<file path="src/rtl/mc_pkg.sv">
// Shared encodings for the multi-cycle MIPS-subset controller: FSM states,
// opcode/funct fields, datapath select codes and the instruction-class vector.
package mc_pkg;

  typedef enum logic [2:0] {
    ST_FETCH  = 3'd0,
    ST_DECODE = 3'd1,
    ST_EXEC   = 3'd2,
    ST_MEM    = 3'd3,
    ST_WB     = 3'd4
  } state_e;

  localparam logic [5:0] OP_RTYPE = 6'b000000;
  localparam logic [5:0] OP_ORI   = 6'b001101;
  localparam logic [5:0] OP_LUI   = 6'b001111;
  localparam logic [5:0] OP_LW    = 6'b100011;
  localparam logic [5:0] OP_SW    = 6'b101011;
  localparam logic [5:0] OP_BEQ   = 6'b000100;
  localparam logic [5:0] OP_JAL   = 6'b000011;

  localparam logic [5:0] FN_ADDU  = 6'b100001;
  localparam logic [5:0] FN_SUBU  = 6'b100011;
  localparam logic [5:0] FN_JR    = 6'b001000;

  localparam logic [3:0] ALU_ADD  = 4'd0;
  localparam logic [3:0] ALU_SUB  = 4'd1;
  localparam logic [3:0] ALU_OR   = 4'd2;
  localparam logic [3:0] ALU_LUI  = 4'd4;

  localparam logic [2:0] M2R_ALU  = 3'd0;
  localparam logic [2:0] M2R_DM   = 3'd1;
  localparam logic [2:0] M2R_PC4  = 3'd2;

  localparam logic [2:0] RD_RT    = 3'd0;
  localparam logic [2:0] RD_RD    = 3'd1;
  localparam logic [2:0] RD_RA    = 3'd2;

  localparam logic [1:0] NPC_PC4  = 2'd0;
  localparam logic [1:0] NPC_BR   = 2'd1;
  localparam logic [1:0] NPC_J26  = 2'd2;
  localparam logic [1:0] NPC_REG  = 2'd3;

  // Exactly one bit is set for any instruction word.
  typedef struct packed {
    logic addu;
    logic subu;
    logic ori;
    logic lui;
    logic lw;
    logic sw;
    logic beq;
    logic jal;
    logic jr;
    logic nop;
    logic illegal;
  } instr_class_t;

  function automatic logic [3:0] alu_op_for(input instr_class_t c);
    if (c.subu || c.beq) return ALU_SUB;
    if (c.ori)           return ALU_OR;
    if (c.lui)           return ALU_LUI;
    return ALU_ADD;
  endfunction

endpackage

</file>
<file path="src/rtl/mc_decode.sv">
// Combinational instruction classifier: maps the IR word to a one-hot
// instruction-class vector consumed by the controller FSM.
module mc_decode
  import mc_pkg::*;
(
  input  logic [31:0]  i_instr,
  output instr_class_t o_cls
);

  logic [5:0] w_op;
  logic [5:0] w_funct;

  assign w_op    = i_instr[31:26];
  assign w_funct = i_instr[5:0];

  always_comb begin
    o_cls = '0;
    if (i_instr == 32'd0) begin
      o_cls.nop = 1'b1;
    end else begin
      case (w_op)
        OP_RTYPE: begin
          case (w_funct)
            FN_ADDU: o_cls.addu    = 1'b1;
            FN_SUBU: o_cls.subu    = 1'b1;
            FN_JR:   o_cls.jr      = 1'b1;
            default: o_cls.illegal = 1'b1;
          endcase
        end
        OP_ORI:  o_cls.ori     = 1'b1;
        OP_LUI:  o_cls.lui     = 1'b1;
        OP_LW:   o_cls.lw      = 1'b1;
        OP_SW:   o_cls.sw      = 1'b1;
        OP_BEQ:  o_cls.beq     = 1'b1;
        OP_JAL:  o_cls.jal     = 1'b1;
        default: o_cls.illegal = 1'b1;
      endcase
    end
  end

endmodule

</file>
<file path="src/rtl/mc_control.sv">
// Multi-cycle controller FSM (FETCH/DECODE/EXEC/MEM/WB) with combinational
// datapath controls. Define MC_CONTROL_MEM_STALL_EN to add the MemReady stall input.
module mc_control
  import mc_pkg::*;
(
  input  logic        CLK,
  input  logic        RESET,
  input  logic [31:0] Instr,
  input  logic        Zero,
`ifdef MC_CONTROL_MEM_STALL_EN
  input  logic        MemReady,
`endif
  output logic        PCWrite,
  output logic        IRWrite,
  output logic        RegWrite,
  output logic        MemWrite,
  output logic [2:0]  MemToReg,
  output logic [2:0]  RegDest,
  output logic        RegSrc,
  output logic        ExtendSign,
  output logic [3:0]  ALUop,
  output logic [1:0]  NPCSel,
  output logic [2:0]  State,
  output logic        Done,
  output logic        Illegal
);

  state_e       r_state;
  state_e       w_next;
  instr_class_t w_cls;
  logic         w_mem_ready;
  logic         w_alu_wb;

  mc_decode u_decode (
    .i_instr (Instr),
    .o_cls   (w_cls)
  );

  // MemReady handshake: the memory access presented in MEM completes on the
  // rising edge where MemReady=1; until then MEM holds with its controls
  // (including MemWrite for sw) unchanged. MemReady is ignored outside MEM.
`ifdef MC_CONTROL_MEM_STALL_EN
  assign w_mem_ready = MemReady;
`else
  assign w_mem_ready = 1'b1;
`endif

  assign w_alu_wb = w_cls.addu | w_cls.subu | w_cls.ori | w_cls.lui;
  assign State    = r_state;

  always_ff @(posedge CLK or negedge RESET) begin
    if (!RESET) r_state <= ST_FETCH;
    else        r_state <= w_next;
  end

  // Every control is gated by RESET so an aborted instruction cannot write.
  always_comb begin
    w_next     = ST_FETCH;
    PCWrite    = 1'b0;
    IRWrite    = 1'b0;
    RegWrite   = 1'b0;
    MemWrite   = 1'b0;
    MemToReg   = M2R_ALU;
    RegDest    = RD_RT;
    RegSrc     = 1'b0;
    ExtendSign = 1'b0;
    ALUop      = ALU_ADD;
    NPCSel     = NPC_PC4;
    Done       = 1'b0;
    Illegal    = 1'b0;
    if (RESET) begin
      case (r_state)
        ST_FETCH: begin
          IRWrite = 1'b1;
          PCWrite = 1'b1;
          NPCSel  = NPC_PC4;
          w_next  = ST_DECODE;
        end
        ST_DECODE: begin
          if (w_cls.nop || w_cls.illegal) begin
            Done    = 1'b1;
            Illegal = w_cls.illegal;
            w_next  = ST_FETCH;
          end else begin
            w_next  = ST_EXEC;
          end
        end
        ST_EXEC: begin
          ALUop      = alu_op_for(w_cls);
          RegSrc     = w_cls.ori | w_cls.lui | w_cls.lw | w_cls.sw;
          ExtendSign = w_cls.ori;
          if (w_cls.beq) begin
            PCWrite = Zero;
            NPCSel  = Zero ? NPC_BR : NPC_PC4;
            Done    = 1'b1;
            w_next  = ST_FETCH;
          end else if (w_cls.jal) begin
            PCWrite  = 1'b1;
            NPCSel   = NPC_J26;
            RegWrite = 1'b1;
            RegDest  = RD_RA;
            MemToReg = M2R_PC4;
            Done     = 1'b1;
            w_next   = ST_FETCH;
          end else if (w_cls.jr) begin
            PCWrite = 1'b1;
            NPCSel  = NPC_REG;
            Done    = 1'b1;
            w_next  = ST_FETCH;
          end else if (w_cls.lw || w_cls.sw) begin
            w_next  = ST_MEM;
          end else if (w_alu_wb) begin
            w_next  = ST_WB;
          end else begin
            w_next  = ST_FETCH;
          end
        end
        ST_MEM: begin
          MemWrite = w_cls.sw;
          if (!(w_cls.lw || w_cls.sw)) begin
            w_next = ST_FETCH;
          end else if (!w_mem_ready) begin
            w_next = ST_MEM;
          end else if (w_cls.sw) begin
            Done   = 1'b1;
            w_next = ST_FETCH;
          end else begin
            w_next = ST_WB;
          end
        end
        ST_WB: begin
          RegWrite = w_alu_wb | w_cls.lw;
          MemToReg = w_cls.lw ? M2R_DM : M2R_ALU;
          RegDest  = (w_cls.addu || w_cls.subu) ? RD_RD : RD_RT;
          Done     = 1'b1;
          w_next   = ST_FETCH;
        end
        default: w_next = ST_FETCH;
      endcase
    end
  end

endmodule

</file>
<file path="config.mk">
export PLATFORM = sky130hd
export DESIGN_NAME = mc_control
export DESIGN_NICKNAME = d
export VERILOG_FILES = /design/src/rtl/mc_pkg.sv /design/src/rtl/mc_decode.sv /design/src/rtl/mc_control.sv
export SDC_FILE = /design/constraint.sdc
export NUM_CORES = 1
export LEC_CHECK = 0
export ABC_AREA = 1
export CAP_MARGIN = 10
export CELL_PAD_IN_SITES_DETAIL_PLACEMENT = 1
export CELL_PAD_IN_SITES_GLOBAL_PLACEMENT = 1
export CORE_ASPECT_RATIO = 1.1
export CORE_MARGIN = 5
export CORE_UTILIZATION = 19
export CTS_CLUSTER_DIAMETER = 30
export DETAILED_ROUTE_END_ITERATION = 8
export PLACE_DENSITY_LB_ADDON = 0.15
export SYNTH_ARGS = -nofsm -noshare
export SYNTH_HDL_FRONTEND = slang
export SYNTH_SLANG_ARGS = --single-unit
export TNS_END_PERCENT = 30
</file>
<file path="constraint.sdc">
create_clock -name CLK -period 1.7 [get_ports CLK]
set_clock_uncertainty 0.2 [all_clocks]
set_input_delay 0.34 -clock CLK [delete_from_list [all_inputs] [get_ports CLK]]
set_output_delay 0.34 -clock CLK [all_outputs]
set_load 0.1 [all_outputs]
</file>
==> flow_metrics.env, run 1 <==
export IMPL_status="finished, violations left"
export IMPL_violations="negative setup slack"
export IMPL_ant_nets=0
export IMPL_final_nets=286
export IMPL_area_growth_pct=228
export IMPL_coreArea_sq_um=3600
export IMPL_drt_iter0_drc=35
export IMPL_path_clk_slew_ns=0.03
export IMPL_crit_type="in2out"
export IMPL_clock_power_share=0.303
export IMPL_fp_row_count=23
export IMPL_htreeDepth=1
export IMPL_antenna_found_initial=0
export IMPL_ys_seq_area_frac=0.108
export IMPL_power_frac_comb=0.582
export IMPL_viasPerCell=4.73
export IMPL_synthDistinctLibCells=18
export IMPL_sequentialPowerShare=0.116
export IMPL_total_leakage_power_uw=0.00104
export IMPL_gr_total_overflow=0
export IMPL_power_switching_share=0.419
export IMPL_syn_avg_cell_area_sq_um=5.06
export IMPL_hpwl_um=3420
export IMPL_synth_area_sq_um=698
export IMPL_post_route_period_util=1.27
export IMPL_finalSetupViolCount=18
export IMPL_cts_tree="yes"
export IMPL_dieHeight_um=73.6
export IMPL_drc=0
export IMPL_drt_wirelength_per_cell_um=16.6
export IMPL_crit_path_start_kind="input pin"
export IMPL_io_buffers=54
export IMPL_cts_sinks=3
export IMPL_fin_ws_ns=-0.457
export IMPL_cp_end_kind="output port"
export IMPL_ioPinCount=58
export IMPL_cts_hold_buf=0
export IMPL_wl_um=4990
export IMPL_finalCriticalPeriod_ns=2.16
export IMPL_rsz0062_at_grt="true"
export IMPL_yosys_register_bits=3
export IMPL_dr_pass1_iters=4
export IMPL_reg2reg_slack_ns=0.09
export IMPL_crit_fanout=4
export IMPL_worstSkewPairLatency_ns=0.22
export IMPL_slew_violations=0
export IMPL_power_density_nw_per_um2=304
export IMPL_n_antenna_cell=0
export IMPL_irDropWorstVdd_mv=0.208
export IMPL_cts_made_buffers=3
export IMPL_largest_register_ffs=3
export IMPL_grt_util_all_layers=0.210
export IMPL_final_layout_size_suffix_gt1_frac=0.644
export IMPL_grt_pass1_wl_um=7890
export IMPL_min_delay_path_class="in2async"
export IMPL_place_gp_congestion=0.813
export IMPL_tns_ns=-7.30
export IMPL_netlist_instances=138
export IMPL_place_ws_ns=-0.826
export IMPL_ctsRootBufferMaster="clkbuf_8"
export IMPL_max_freq_mhz=464
export IMPL_clockBufferDepth=2
export IMPL_hold_viol=0
export IMPL_die_w_um=67.8
export IMPL_initial_utilization=0.194
export IMPL_maxCapViolations=0
export IMPL_worstPathArrival_ns=1.62
export IMPL_grt_max_degree=8
export IMPL_grt_pass1_vias=1675
export IMPL_p_sw_uw=291
export IMPL_worstPathRequired_ns=1.16
export IMPL_fin_util=0.636
export IMPL_yosysWarnings=0
export IMPL_vias=1418
export IMPL_die_area_sq_um=4990
export IMPL_p_int_uw=403
final timing paths:
kind	from	end	depth (start not counted)
max	Instr[26]	Done	9
min	RESET	State[0]	2
max reg2reg	State[2]	State[2]	6
min reg2reg	State[2]	State[2]	3
max in group asynchronous	RESET	State[1]	2
min in group CLK	Instr[30]	State[2]	5
metrics by stage:
stage	std cells	hold slack [ns]	power, uW	area (sq um)
detailed placement	279	0.480	451	1960
CTS	298	0.0233	679	2230
finish	300	0.0317	695	2290
floorplan	140	-0.156	255	908
global placement	279	0.490	441	1960
global route	300	0.0338	728	2290
worst max-delay path: stages:
cell and delay, ns:
buf_2 0.14, nand2_4 0.10, inv_2 0.06, nand3_1 0.15, nand3_2 0.15, o21ai_4 0.21, nand2_2 0.10, a21oi_4 0.17
buf_12 0.19
logic make-up (layout without fill, tap and decap cells):
logic type | after synthesis | count (layout) | share of synthesized area
compound gates | 11 | 11 | 0.0842
flops | 3 | 3 | 0.108
other cells | 1 | 3 | 0.00537
simple gates | 95 | 95 | 0.631
buf+inv | 28 | 138 | 0.172
Yosys cell counts (all sizes together):
cell   number  area share
nor4        1      0.0090
conb        1      0.0054
a21oi       9       0.065
buf         4       0.043
dfrtp       3        0.11
a41oi       1       0.013
o21ai       1      0.0072
nor3b       1       0.011
inv        24        0.13
nand2      28        0.16
nand3      15        0.11
nand4       9       0.081
nor3        5       0.036
nor2       36        0.22
cells in the final DEF (no fill, tap or decap):
cell type / netlist / layout
inv_4: 0 / 3
nor2_2: 2 / 5
clkdlybuf4s15_2: 0 / 2
inv_1: 21 / 15
clkbuf_8: 0 / 3
nand4_1: 9 / 9
nand3_1: 15 / 7
clkbuf_1: 0 / 1
dfrtp_4: 0 / 3
o21ai_4: 0 / 1
buf_4: 4 / 50
inv_2: 3 / 5
nand2_4: 0 / 3
clkdlybuf4s50_1: 0 / 1
a21oi_4: 0 / 5
clkinvlp_4: 0 / 1
nand2_1: 24 / 13
nor3_2: 0 / 1
a21oi_2: 0 / 2
nor2_1: 32 / 17
nor4_2: 0 / 1
buf_8: 0 / 1
buf_6: 0 / 8
nor3_4: 0 / 3
nand3_4: 0 / 3
conb_1: 1 / 3
nand2_2: 4 / 12
nor3_1: 5 / 1
buf_2: 0 / 8
dlygate4sd2_1: 0 / 20
buf_12: 0 / 20
a21oi_1: 9 / 2
a41oi_4: 0 / 1
nor2_4: 2 / 14
nand3_2: 0 / 5
nor3b_4: 0 / 1
power groups by stage:
stage          Clock, uW  Combinational [uW]  Sequential (uW)
6_report             210                 404             80.5
4_1_cts              212                 388             79.6
2_1_floorplan          0                 158             96.5
3_5_place_dp           0                 370             80.7
3_3_place_gp           0                 361             80.6
5_1_grt              222                 426             80.8
metal layers:
metal / track usage / vias up / part of all wire
li1: - / 665 / -
met1: 0.204 / 672 / 0.33
met2: 0.430 / 66 / 0.58
met3: 0.0291 / 15 / 0.062
met4: 0.0773 / 0 / 0.032
met5: 0 / - / 0
layout make-up:
| cell class | count | area, sq um |
|---|---|---|
| multi-input combinational | 109 | 863 |
| fill | 446 | 1310 |
| sequential | 3 | 86.3 |
| timing repair buffer | 110 | 1130 |
| clock buffer | 4 | 45.0 |
| tap | 50 | 62.6 |
| inverter | 24 | 101 |
what timing repair did:
| action | in CTS | in global routing |
|---|---|---|
| setup buffers | 15 | 2 |
| resized for setup | 118 | 11 |
| pin swaps | 39 | 8 |
| setup endpoints to repair | 19 | 20 |
No activity file was read; power rests on OpenSTA's default activity.
==> inputs of run 2 (changes only) <==
- CORE_MARGIN: 5 -> 2
==> run 2 against run 1 <==
  * The run still ends with negative setup slack left
  * Combinational power is 3% lower
  * Global-route usage about the same
  * Flip-flop and latch count is the same
  * Register-to-register slack lost 0.12 ns
  * Critical path type is now reg2out
  * Critical endpoint unchanged
==> flow_metrics.env, run 2 (synthesis gave the netlist of run 1 again) <==
export IMPL_n_antenna_cell=0
export IMPL_p_sw_uw=277
export IMPL_cts_tree="yes"
export IMPL_cts_sinks=3
export IMPL_die_w_um=61.8
export IMPL_clockBufferDepth=2
export IMPL_max_freq_mhz=457
export IMPL_final_common_cell="buf_4"
export IMPL_path_clk_slew_ns=0.03
export IMPL_grt_max_degree=7
export IMPL_cp_end_kind="output port"
export IMPL_dieHeight_um=67.6
export IMPL_total_leakage_power_uw=0.000918
export IMPL_slowest_delay_ns=0.52
export IMPL_irDropWorstVdd_mv=0.132
export IMPL_slew_violations=0
export IMPL_cts_made_buffers=3
export IMPL_sequentialPowerShare=0.117
export IMPL_p_int_uw=405
export IMPL_grt_pass1_vias=1425
export IMPL_antenna_found_initial=0
export IMPL_final_layout_size_suffix_gt1_frac=0.565
export IMPL_cp_cell_sequence="nor3_1 > a21oi_2 > a21oi_4 > buf_12"
export IMPL_status="finished, violations left"
export IMPL_drc=0
export IMPL_hpwl_um=3280
export IMPL_crit_type="reg2out"
export IMPL_maxCapViolations=0
export IMPL_worstPathRequired_ns=1.16
export IMPL_crit_path_start_kind="register"
export IMPL_drt_iter0_drc=16
export IMPL_place_ws_ns=-0.837
export IMPL_wl_um=4360
export IMPL_final_nets=275
export IMPL_clock_power_share=0.309
export IMPL_place_area_sq_um=1940
export IMPL_fin_area_sq_um=2140
export IMPL_worstPathArrival_ns=1.65
export IMPL_fin_ws_ns=-0.489
export IMPL_viasPerCell=4.63
export IMPL_drt_wirelength_per_cell_um=15.1
export IMPL_cts_hold_buf=0
export IMPL_initial_utilization=0.196
export IMPL_power_switching_share=0.406
export IMPL_finalSetupViolCount=20
export IMPL_post_route_period_util=1.29
export IMPL_fp_row_count=23
export IMPL_largest_register_ffs=3
export IMPL_area_growth_pct=206
export IMPL_final_cell_mix="buf_4, clkdlybuf4s50_1, buf_12"
export IMPL_hold_viol=0
export IMPL_place_gp_congestion=0.959
export IMPL_dr_pass1_iters=4
export IMPL_coreArea_sq_um=3570
export IMPL_die_area_sq_um=4180
export IMPL_grt_pass1_wl_um=6570
export IMPL_worstSkewPairLatency_ns=0.22
export IMPL_slowest_stage="dfrtp_4"
export IMPL_fillers=456
export IMPL_finalCriticalPeriod_ns=2.19
export IMPL_crit_fanout=6
export IMPL_ant_nets=0
export IMPL_io_buffers=54
export IMPL_tns_ns=-6.97
export IMPL_rsz0062_at_grt="true"
export IMPL_gr_total_overflow=0
export IMPL_violations="negative setup slack"
export IMPL_power_frac_comb=0.574
export IMPL_power_density_nw_per_um2=319
export IMPL_min_delay_path_class="in2async"
export IMPL_grt_util_all_layers=0.210
export IMPL_htreeDepth=1
export IMPL_vias=1338
export IMPL_ctsRootBufferMaster="clkbuf_8"
export IMPL_ioPinCount=58
export IMPL_hold_slack_ns=0.102
-- run 2: cell count changes in the layout (fill, tap and decap cells not counted), moves of 2 or more --
cell | before | now
nand2_2 | 12 | 10
nand2_4 | 3 | 0
buf_4 | 50 | 43
nand2_1 | 13 | 18
inv_1 | 15 | 17
clkdlybuf4s15_2 | 2 | 0
nor2_4 | 14 | 11
clkdlybuf4s50_1 | 1 | 21
dlygate4sd2_1 | 20 | 3
buf_6 | 8 | 4
nor2_2 | 5 | 7
-- run 2: final cells by class --
| cell class | instances | area [sq um] | share of cell area |
|---|---|---|---|
| clock buffers | 4 | 45.0 | 0.0211 |
| well taps | 50 | 62.6 | 0.0293 |
| inverters | 24 | 98.8 | 0.0463 |
| repair buffers | 99 | 1060 | 0.496 |
| multi-input cells | 109 | 785 | 0.367 |
| flip-flops and latches | 3 | 86.3 | 0.0404 |
-- run 2: critical path, delay by kind of cell (launching register included) --
family / cells / cell delay, ns
compound gates: 2 / 0.32
flops: 1 / 0.52
buf+inv: 1 / 0.19
simple gates: 1 / 0.39
-- run 2: layer usage --
layer / GRT usage / vias to the layer above / part of all wire
li1: - / 640 / -
met1: 0.220 / 636 / 0.34
met2: 0.395 / 50 / 0.58
met3: 0.0249 / 12 / 0.040
met4: 0.109 / 0 / 0.033
met5: 0 / - / 0
-- run 2: repair_timing --
item                                    4_1_cts  5_1_grt
endpoints found under the hold margin         0        0
cloned                                        0        0
gates resized for setup                      67        8
pin swaps                                    27       11
buffers inserted                              7        4
endpoints found under the setup margin       19       20
-- run 2: through the flow --
step           instances  utilization  total power, uW
2_1_floorplan        140            -              255
3_3_place_gp         274        0.543              434
3_5_place_dp         274        0.543              445
4_1_cts              285        0.582              670
5_1_grt              289        0.599              712
6_report             289        0.599              682
-- run 2: power by group through the flow --
stage / combinational, uW / sequential (uW) / clock (uW)
floorplan: 158 / 96.5 / 0
global placement: 353 / 81.3 / 0
detailed placement: 364 / 81.7 / 0
CTS: 378 / 79.6 / 212
global route: 412 / 80.0 / 220
finish: 391 / 79.8 / 211
-- run 2: final timing paths --
kind	from	to	slack, ns	depth (start not counted)
max	State[2]	Done	-0.49	4
max in group asynchronous	RESET	State[0]	1.08	2
min reg2reg	State[1]	State[0]	0.52	3
min in group CLK	Instr[30]	State[2]	0.34	5
min	RESET	State[2]	0.10	2
max reg2reg	State[2]	State[1]	-0.03	4
==> inputs of run 3 (changes only) <==
- CORE_ASPECT_RATIO: 1.1 -> 1.5
==> run 3 against run 2 <==
  * The flow still finishes with violations (negative setup slack)
  * Combinational power grew 5.6%
  * Routed wire length grew 16%
  * Flip-flop and latch count did not move
  * Global-route usage rose by 3.6 points
  * Core utilization up 4.4 points
  * Worst hold slack lost 0.026 ns
  * Clock power is 5% higher
  * Design area increased by 7.7%
  * Critical endpoint is now ALUop[1]
  * Largest cell class unchanged
==> flow_metrics.env, run 3 (synthesis gave the netlist of run 1 again) <==
export IMPL_status="finished, violations left"
export IMPL_violations="negative setup slack"
export IMPL_power_density_nw_per_um2=311
export IMPL_fin_ws_ns=-0.527
export IMPL_fp_row_count=27
export IMPL_worstPathRequired_ns=1.16
export IMPL_dr_pass1_iters=4
export IMPL_viasPerCell=4.86
export IMPL_fin_area_sq_um=2300
export IMPL_grt_pass1_wl_um=7470
export IMPL_topRoutingLayerUsed="met4"
export IMPL_initial_utilization=0.195
export IMPL_final_nets=283
export IMPL_cts_hold_buf=0
export IMPL_htreeDepth=1
export IMPL_grt_pass1_vias=1631
export IMPL_largest_register_ffs=3
export IMPL_drc=0
export IMPL_cts_made_buffers=3
export IMPL_route_met2_wl_um=3140
export IMPL_hold_viol=0
export IMPL_place_gp_congestion=0.879
export IMPL_crit_type="reg2out"
export IMPL_slowest_delay_ns=0.51
export IMPL_clockBufferDepth=2
export IMPL_finalCriticalPeriod_ns=2.23
export IMPL_io_buffers=54
export IMPL_post_route_period_util=1.31
export IMPL_worstPathArrival_ns=1.69
export IMPL_met1Wirelength_um=1540
export IMPL_coreArea_sq_um=3580
export IMPL_total_leakage_power_uw=0.00106
export IMPL_antenna_found_initial=0
export IMPL_final_common_cell="buf_4"
export IMPL_ioPinCount=58
export IMPL_grt_util_all_layers=0.246
export IMPL_cts_sinks=3
export IMPL_gr_total_overflow=0
export IMPL_grt_max_degree=8
export IMPL_crit_path_start_kind="register"
export IMPL_die_w_um=53.5
export IMPL_place_area_sq_um=1980
export IMPL_crit_top_cell="nor2_4"
export IMPL_crit_fanout=4
export IMPL_final_layout_size_suffix_gt1_frac=0.656
export IMPL_maxCapViolations=0
export IMPL_dieHeight_um=78.2
export IMPL_fin_util=0.643
export IMPL_irDropWorstVdd_mv=0.279
export IMPL_ant_nets=0
export IMPL_die_area_sq_um=4190
export IMPL_slew_violations=0
export IMPL_hpwl_um=3660
export IMPL_drt_wirelength_per_cell_um=17.4
export IMPL_drt_iter0_drc=14
export IMPL_cp_cell_sequence="inv_4 > nand3_4 > nor2_4 > nand4_1 > buf_6 > nor2_4 > buf_12"
export IMPL_cts_tree="yes"
export IMPL_worstSkewPairLatency_ns=0.22
export IMPL_path_clk_slew_ns=0.03
export IMPL_min_delay_path_class="in2async"
export IMPL_slowest_stage="dfrtp_4"
export IMPL_route_met3_wl_um=202
export IMPL_finalSetupViolCount=18
export IMPL_max_freq_mhz=449
export IMPL_n_antenna_cell=0
export IMPL_final_cell_mix="buf_4, buf_12, nor2_4"
export IMPL_wl_um=5060
export IMPL_ctsRootBufferMaster="clkbuf_8"
export IMPL_vias=1409
export IMPL_area_growth_pct=230
export IMPL_cp_end_kind="output port"
export IMPL_rsz0062_at_grt="true"
## run 3: area by class of cell
class	count	area, sq um
multi-input combinational	109	892
fill	436	1280
sequential	3	86.3
tap	43	53.8
clock buffer	4	45.0
inverter	24	98.8
timing repair buffer	107	1120
## run 3: what timing repair did
action / 4_1_cts / 5_1_grt
setup buffers: 9 / 2
resized for setup: 109 / 26
pin swaps: 38 / 17
setup endpoints to repair: 19 / 18
## run 3: per-stage QoR
| step | cells | setup slack (ns) | hold WS [ns] | total power [uW] | setup TNS [ns] |
|---|---|---|---|---|---|
| 2_1_floorplan | 140 | -0.681 | -0.156 | 255 | -8.99 |
| 3_3_place_gp | 276 | -0.777 | 0.479 | 447 | -11.67 |
| 3_5_place_dp | 276 | -0.890 | 0.508 | 458 | -12.98 |
| 4_1_cts | 288 | -0.477 | 0.0860 | 688 | -7.13 |
| 5_1_grt | 290 | -0.581 | 0.0804 | 745 | -8.60 |
| 6_report | 290 | -0.527 | 0.0756 | 715 | -7.65 |
## run 3: final timing paths
check                           from        to  slack, ns  depth (start not counted)
min reg2reg                 State[2]  State[2]       0.53                          3
min in group CLK           Instr[30]  State[2]       0.34                          5
max in group asynchronous      RESET  State[0]       1.11                          2
max                         State[0]  ALUop[1]      -0.53                          7
max reg2reg                 State[2]  State[2]       0.08                          6
min                            RESET  State[2]       0.08                          2
## run 3: power by group
part / switching, uW / internal [uW] / leakage [uW]
registers: 5.11 / 75.6 / 0.0000351
clock network: 59.9 / 161 / 0.0000228
logic: 241 / 172 / 0.00100
total: 306 / 409 / 0.00106
## run 3: critical path, delay by kind of cell, from the launching register on
family | cells | cell delay (ns)
buf+inv | 3 | 0.45
flops | 1 | 0.51
simple gates | 4 | 0.49
## run 3: metal layers
layer,vias to the layer above,global-route usage
met5,-,0
met3,13,0.0228
met2,59,0.536
met1,679,0.201
li1,658,-
met4,0,0.0846
